--- src/rtl/ex_mem_pipe.sv ---
// ex_mem_pipe: EX/MEM pipeline register with stall, flush, bubble and MADD/MSUB state feedback
//   in : clk, rst (sync, active-high), stall_ex, stall_mem, flush,
//        ex_wd, ex_wreg, ex_wdata, ex_whilo, ex_hi, ex_lo, ex_aluop,
//        ex_mem_addr, ex_reg2, ex_hilo_temp, ex_cnt
//   out: mem_wd, mem_wreg, mem_wdata, mem_whilo, mem_hi, mem_lo, mem_aluop,
//        mem_mem_addr, mem_reg2, mem_valid, hilo_temp_o, cnt_o
module ex_mem_pipe #(
    parameter int DATA_W    = 32,
    parameter int REGADDR_W = 5,
    parameter int ALUOP_W   = 8,
    parameter int CNT_W     = 2
) (
    input  logic                 clk,
    input  logic                 rst,
    input  logic                 stall_ex,
    input  logic                 stall_mem,
    input  logic                 flush,
    input  logic [REGADDR_W-1:0] ex_wd,
    input  logic                 ex_wreg,
    input  logic [DATA_W-1:0]    ex_wdata,
    input  logic                 ex_whilo,
    input  logic [DATA_W-1:0]    ex_hi,
    input  logic [DATA_W-1:0]    ex_lo,
    input  logic [ALUOP_W-1:0]   ex_aluop,
    input  logic [DATA_W-1:0]    ex_mem_addr,
    input  logic [DATA_W-1:0]    ex_reg2,
    input  logic [2*DATA_W-1:0]  ex_hilo_temp,
    input  logic [CNT_W-1:0]     ex_cnt,
    output logic [REGADDR_W-1:0] mem_wd,
    output logic                 mem_wreg,
    output logic [DATA_W-1:0]    mem_wdata,
    output logic                 mem_whilo,
    output logic [DATA_W-1:0]    mem_hi,
    output logic [DATA_W-1:0]    mem_lo,
    output logic [ALUOP_W-1:0]   mem_aluop,
    output logic [DATA_W-1:0]    mem_mem_addr,
    output logic [DATA_W-1:0]    mem_reg2,
    output logic                 mem_valid,
    output logic [2*DATA_W-1:0]  hilo_temp_o,
    output logic [CNT_W-1:0]     cnt_o
);
    logic w_bubble;
    logic w_advance;
    assign w_bubble  = stall_ex && !stall_mem;
    assign w_advance = !stall_ex;
    always_ff @(posedge clk) begin
        if (rst || flush) begin
            mem_wd       <= '0;
            mem_wreg     <= 1'b0;
            mem_wdata    <= '0;
            mem_whilo    <= 1'b0;
            mem_hi       <= '0;
            mem_lo       <= '0;
            mem_aluop    <= '0;
            mem_mem_addr <= '0;
            mem_reg2     <= '0;
            mem_valid    <= 1'b0;
            hilo_temp_o  <= '0;
            cnt_o        <= '0;
        end else if (w_bubble) begin
            // NOP goes downstream while EX keeps its multi-cycle state alive
            mem_wd       <= '0;
            mem_wreg     <= 1'b0;
            mem_wdata    <= '0;
            mem_whilo    <= 1'b0;
            mem_hi       <= '0;
            mem_lo       <= '0;
            mem_aluop    <= '0;
            mem_mem_addr <= '0;
            mem_reg2     <= '0;
            mem_valid    <= 1'b0;
            hilo_temp_o  <= ex_hilo_temp;
            cnt_o        <= ex_cnt;
        end else if (w_advance) begin
            mem_wd       <= ex_wd;
            mem_wreg     <= ex_wreg;
            mem_wdata    <= ex_wdata;
            mem_whilo    <= ex_whilo;
            mem_hi       <= ex_hi;
            mem_lo       <= ex_lo;
            mem_aluop    <= ex_aluop;
            mem_mem_addr <= ex_mem_addr;
            mem_reg2     <= ex_reg2;
            mem_valid    <= 1'b1;
            hilo_temp_o  <= '0;
            cnt_o        <= '0;
        end
    end
endmodule

--- config.mk ---
export PLATFORM = sky130hd
export DESIGN_NAME = ex_mem_pipe
export DESIGN_NICKNAME = d
export VERILOG_FILES = /design/src/rtl/ex_mem_pipe.sv
export SDC_FILE = /design/constraint.sdc
export NUM_CORES = 1
export LEC_CHECK = 0
export ABC_AREA = 1
export CORE_AREA = 2 2 188 190
export DETAILED_ROUTE_END_ITERATION = 7
export DIE_AREA = 0 0 190 192
export DONT_BUFFER_PORTS = 1
export GPL_TIMING_DRIVEN = 0
export PLACE_DENSITY = 0.36
export SETUP_SLACK_MARGIN = 0.05
export SYNTH_ARGS = -nofsm -noshare
export SYNTH_HDL_FRONTEND = slang
export SYNTH_SLANG_ARGS = --single-unit
--- constraint.sdc ---
create_clock -name clk -period 0.8 [get_ports clk]
set_input_delay 0.16 -clock clk [delete_from_list [all_inputs] [get_ports clk]]
set_output_delay 0.16 -clock clk [all_outputs]
set_load 0.01 [all_outputs]
==> flow_metrics.env, run 1 <==
export IMPL_yosysUniqueCellTypes=12
export IMPL_dieArea_mm2=0.0365
export IMPL_placed_cells=1521
export IMPL_area_delta_synth_final_pct=56.5
export IMPL_setup_viol=242
export IMPL_crit_fanout=2
export IMPL_crit_arrival_ns=0.94
export IMPL_p_per_area_mw_per_mm2=2030
export IMPL_vias_per_cell=4.64
export IMPL_cts_root_buf="clkbuf_16"
export IMPL_grt_pass1_vias=8513
export IMPL_fin_cells=1814
export IMPL_portBuffers=0
export IMPL_cts_sinks=242
export IMPL_worst_slack_ns=-0.301
export IMPL_cp_required_ns=0.64
export IMPL_cts_hold_buf=242
export IMPL_p_leak_nw=4.77
export IMPL_initial_utilization_pct=24.9
export IMPL_grtUsageTotal_pct=17.8
export IMPL_final_max_slew_violation_count=0
export IMPL_insertion_delay_ns=0.54
export IMPL_path_class="reg -> out"
export IMPL_cap_violations=0
export IMPL_startpoint_type="register"
export IMPL_violations="negative hold slack, negative setup slack"
export IMPL_nets=1584
export IMPL_dp_hpwl_um=24900
export IMPL_wl_per_cell_um=19.0
export IMPL_detail_route_antenna_nets=0
export IMPL_rsz0062_at_grt="yes"
export IMPL_synth_cells_most_frequent="nand2_1 (352), dfxtp_1 (242), a21oi_1 (241)"
export IMPL_first_iter_violations=350
export IMPL_synth_top_area_share_pct=56.7
export IMPL_synthesis_area_mm2=0.00854
export IMPL_drtPass1Iterations=5
export IMPL_grt_pass1_wl_um=50500
export IMPL_routabilityCongestion=0.770
export IMPL_cts_tree="yes"
export IMPL_vdd_drop_max_uv=1530
export IMPL_synthArstFlopShare_pct=0
export IMPL_hold_viol_final=6
export IMPL_yosysTopAreaCell="dfxtp_1"
export IMPL_dpl_cell_area_mm2=0.00944
export IMPL_diodes=0
export IMPL_numCtsBuffers=29
export IMPL_die_y_um=192
export IMPL_ys_seq_elements=242
export IMPL_filler_cell_count=3490
export IMPL_yosys_warnings=0
export IMPL_hold_slack_ns=-0.0420
export IMPL_status="complete, but fails checks"
export IMPL_endpoint_kind="output port"
export IMPL_clk_path_buf_depth=3
export IMPL_finClkSkew_ns=0
export IMPL_syn_area_per_cell_um2=8.01
export IMPL_maxSlewHeadroom_pct=60.5
export IMPL_power_w=0.0272
export IMPL_yosysMostFrequentCell="nand2_1"
export IMPL_synth_area_leaders="dfxtp_1 (57%), nand2_1 (15%), a21oi_1 (14%), nand3_1 (7.7%), buf_2 (3.4%)"
export IMPL_vias=8419
export IMPL_htreeDepth=1
export IMPL_antenna_found_initial=0
export IMPL_clock_fmax_ghz=0.908
export IMPL_synth_nets=1312
export IMPL_drc=0
export IMPL_ys_flop_type="dfxtp_1"
export IMPL_finalCritPeriodShare_pct=138
export IMPL_overflow=0
export IMPL_stdcell_area_mm2=0.0134
export IMPL_io_pins=488
export IMPL_postCtsSetupBuffers=0
export IMPL_fp_dieW_um=190
export IMPL_min_period_ns=1.10
export IMPL_min_path_type="in -> reg"
export IMPL_tightest_slew_ns=0.593
export IMPL_clkTransAtPathRegs_ns=0.06
export IMPL_layout_drive_gt1_share_pct=28.9
export IMPL_grt_max_degree=14
export IMPL_synth_cells=1066
export IMPL_wl_um=34500
export IMPL_num_rows=68
export IMPL_core_mm2=0.0343
export IMPL_synth_edf_count=0
export IMPL_ys_seq_area_share_pct=56.7
==> layer usage <==
layer  wire length (um)  global-route usage, %
met1              13200                   19.7
met2              17200                   31.6
met3               3170                   5.97
met4               1040                   6.56
met5                  0                      0
==> cell families after synthesis <==
group           count (synthesis)  share of synthesized area, %
compound gates                241                          14.1
buf+inv                        96                          5.82
flops                         242                          56.7
simple gates                  487                          23.3
==> power breakdown <==
group          internal (W)  switching, W  leakage [nW]  total (W)
logic               0.00134       0.00132          2.24    0.00267
registers            0.0120      0.000400          2.12     0.0124
clock network       0.00696       0.00510         0.414     0.0121
total                0.0203       0.00682          4.77     0.0272
==> registers in the layout, indices dropped and copies added, names as in the netlist <==
name	flops
mem_reg2	32
mem_wdata	32
mem_lo	32
mem_wd	5
cnt_o	2
mem_aluop	8
mem_wreg	1
mem_mem_addr	32
mem_whilo	1
hilo_temp_o	64
mem_hi	32
mem_valid	1
==> area by class of cell <==
class / count / area [um^2] / share of cell area (%)
multi-input combinational: 728 / 3320 / 24.8
tap: 455 / 569 / 4.26
clock inverter: 7 / 40.0 / 0.300
timing repair buffer: 241 / 2410 / 18.0
inverter: 3 / 15.0 / 0.112
buffer: 93 / 696 / 5.21
clock buffer: 45 / 816 / 6.10
sequential: 242 / 5500 / 41.2
==> cell usage in the layout, fill, tap and decap left out <==
master           n
nand3_2         17
clkinv_2         6
dfxtp_2        101
clkbuf_16       29
buf_4           32
buf_8            3
nand2_2          1
inv_4            1
buf_2           24
dfxtp_4        141
nand3_1        115
a21oi_1        235
inv_2            1
clkinvlp_4       2
nor2_4           1
nor2_1           2
buf_1            2
nand2_1        351
dlygate4sd3_1  241
clkbuf_2         4
clkbuf_8         3
a21oi_2          6
buf_6           21
clkbuf_1        20
==> metrics by stage <==
| stage | setup TNS [ns] | setup slack, ns | util, % |
|---|---|---|---|
| 2_1_floorplan | 0 | 0.00356 | - |
| 3_3_place_gp | -57.35 | -0.424 | 27.5 |
| 3_5_place_dp | -61.01 | -0.429 | 27.5 |
| 4_1_cts | -75.07 | -0.358 | 38.8 |
| 5_1_grt | -73.15 | -0.342 | 39.0 |
| 6_report | -63.60 | -0.301 | 39.0 |
==> path summary, 6_finish.rpt <==
kind                                      from        endpoint  slack (ns)  cells past startpoint
worst min register to register      mem_hi[28]      mem_hi[28]        0.49                      2
worst max register to register  hilo_temp_o[3]  hilo_temp_o[3]        0.11                      2
worst min-delay path                 stall_mem        cnt_o[1]       -0.04                      4
worst max-delay path            hilo_temp_o[6]  hilo_temp_o[6]       -0.30                      0
==> what timing repair did <==
item                                    4_1_cts  5_1_grt
gates resized for setup                     352       31
endpoints found under the setup margin      248      248
endpoints found under the hold margin       241        6
(Power assumes the default switching activity.)
==> run 2, diff against run 1 <==
Settings changed: CORE_AREA 2 2 188 190 to 2 2 189 191, CTS_BUF_LIST set to sky130_fd_sc_hd__clkbuf_16, DIE_AREA 0 0 190 192 to 0 0 191 193.
==> run 2 against run 1 <==
The run still ends with negative hold slack, negative setup slack left. Cell count is 0.22% higher. Fmax hardly changed. Sequential share of layout area is 0.096 points lower. Worst setup slack hardly changed. Hold slack better by 0.0011 ns. Critical endpoint is now hilo_temp_o[5]. Combinational power hardly changed. Wire length is 0.61% higher. Critical path type unchanged. Cell area is 0.23% higher. Largest power group unchanged. Total power is 1.3% higher. Register-to-register slack hardly changed.
==> flow_metrics.env, run 2 (same netlist as run 1, synthesis figures left out) <==
export IMPL_cts_tree="yes"
export IMPL_clock_fmax_ghz=0.908
export IMPL_numCtsBuffers=28
export IMPL_path_class="reg -> out"
export IMPL_grt_pass1_vias=8558
export IMPL_cts_sinks=242
export IMPL_worst_slack_ns=-0.301
export IMPL_fp_dieW_um=191
export IMPL_wl_um=34700
export IMPL_largest_reg_flops=64
export IMPL_p_switching_w=0.00687
export IMPL_cap_violations=0
export IMPL_io_pins=488
export IMPL_drc=0
export IMPL_drtPass1Iterations=7
export IMPL_endpoint_kind="output port"
export IMPL_grtUsageTotal_pct=17.8
export IMPL_finClkSkew_ns=0
export IMPL_die_y_um=193
export IMPL_nets=1583
export IMPL_p_int_w=0.0206
export IMPL_vias_per_cell=4.60
export IMPL_cts_root_buf="clkbuf_16"
export IMPL_setup_viol=242
export IMPL_vdd_drop_max_uv=1560
export IMPL_cp_required_ns=0.64
export IMPL_tightest_slew_ns=0.606
export IMPL_dieArea_mm2=0.0369
export IMPL_initial_utilization_pct=24.4
export IMPL_postCtsSetupBuffers=0
export IMPL_finalCritPeriodShare_pct=138
export IMPL_preCtsSetupSlack_ns=-0.431
export IMPL_layout_common_cells="nand2_1 (351), dlygate4sd3_1 (241), a21oi_1 (235), dfxtp_4 (141), nand3_1 (115)"
export IMPL_rsz0062_at_grt="yes"
export IMPL_status="complete, but fails checks"
export IMPL_dp_hpwl_um=24600
export IMPL_startpoint_type="register"
export IMPL_crit_arrival_ns=0.94
export IMPL_violations="negative hold slack, negative setup slack"
export IMPL_layout_drive_gt1_share_pct=28.8
export IMPL_overflow=0
export IMPL_grt_pass1_wl_um=51100
export IMPL_cts_hold_buf=243
export IMPL_detail_route_antenna_nets=0
export IMPL_sequentialPowerShare_pct=45.2
export IMPL_stdcell_area_mm2=0.0134
export IMPL_antenna_found_initial=3
export IMPL_first_iter_violations=245
export IMPL_r2r_start="hilo_temp_o[5]"
export IMPL_crit_fanout=2
export IMPL_dpl_cell_area_mm2=0.00945
export IMPL_grt_max_degree=15
export IMPL_min_period_ns=1.10
export IMPL_clk_path_buf_depth=3
export IMPL_num_rows=69
export IMPL_core_mm2=0.0350
export IMPL_min_path_type="in -> reg"
export IMPL_wl_per_cell_um=19.1
export IMPL_insertion_delay_ns=0.55
export IMPL_p_leak_nw=4.80
export IMPL_p_comb_share_pct=9.7
export IMPL_clkTransAtPathRegs_ns=0.06
export IMPL_htreeDepth=1
export IMPL_clkPwrFrac_pct=45.1
export IMPL_portBuffers=0
export IMPL_top_register="hilo_temp_o"
export IMPL_final_max_slew_violation_count=0
export IMPL_final_common_cell="nand2_1"
export IMPL_switching_share_pct=25.0
export IMPL_area_delta_synth_final_pct=56.9
export IMPL_worstSetupStartpoint="hilo_temp_o[5]"
export IMPL_min_delay_start="stall_mem"
export IMPL_routabilityCongestion=0.757
export IMPL_maxSlewHeadroom_pct=59.6
export IMPL_hold_viol_final=6
export IMPL_p_per_area_mw_per_mm2=2050
export IMPL_vias=8370
export IMPL_hold_slack_ns=-0.0409
## run 2: area by class of cell
class / count / area [um^2]
diodes: 2 / 5.00
fillers: 3620 / 21600
clock inverters: 20 / 174
plain buffers: 93 / 696
clock buffers: 28 / 701
repair buffers: 241 / 2410
flip-flops and latches: 242 / 5500
multi-input cells: 728 / 3320
inverters: 3 / 15.0
well taps: 461 / 577
## run 2: path summary, 6_finish.rpt
path | to | slack [ns] | depth (start not counted)
max | hilo_temp_o[5] | -0.30 | 0
min | cnt_o[1] | -0.04 | 4
max reg2reg | hilo_temp_o[5] | 0.11 | 2
min reg2reg | mem_wdata[18] | 0.49 | 2
## run 2: stage by stage
step | setup TNS [ns] | util [%] | std cells | power [W] | hold slack, ns
5_1_grt | -75.65 | 38.3 | 1818 | 0.0288 | -0.0373
2_1_floorplan | 0 | - | 1066 | 0.0141 | 0.301
3_3_place_gp | -61.00 | 27.0 | 1527 | 0.0147 | 0.307
4_1_cts | -74.37 | 38.1 | 1818 | 0.0281 | -0.0473
6_report | -65.96 | 38.3 | 1818 | 0.0275 | -0.0409
3_5_place_dp | -64.93 | 27.0 | 1527 | 0.0147 | 0.311
## run 2: what timing repair did
action | CTS | global route
gates cloned | 0 | 0
hold endpoints to repair | 241 | 6
endpoints found under the setup margin | 251 | 248
resized for setup | 345 | 38
## run 2: layer usage
layer | up-vias | track usage [%] | part of all wire, %
met4 | 2 | 6.17 | 2.8
met1 | 3901 | 20.0 | 38
li1 | 4077 | - | -
met5 | - | 0 | 0.046
met3 | 61 | 6.39 | 9.6
met2 | 329 | 31.0 | 49
## run 2: worst min-delay path, delay by kind of cell
kind | cells | cell delay [ns]
buffers and inverters | 2 | 0.19
AND/OR/NAND/NOR | 1 | 0.06
AO/OA/AOI/OAI | 1 | 0.05
## run 2: power groups by stage
| stage | Sequential, W | Clock [W] | Combinational (W) |
|---|---|---|---|
| 2_1_floorplan | 0.0129 | 0 | 0.00124 |
| 3_3_place_gp | 0.0130 | 0 | 0.00167 |
| 3_5_place_dp | 0.0130 | 0 | 0.00168 |
| 4_1_cts | 0.0125 | 0.0129 | 0.00272 |
| 5_1_grt | 0.0125 | 0.0134 | 0.00295 |
| 6_report | 0.0124 | 0.0124 | 0.00267 |
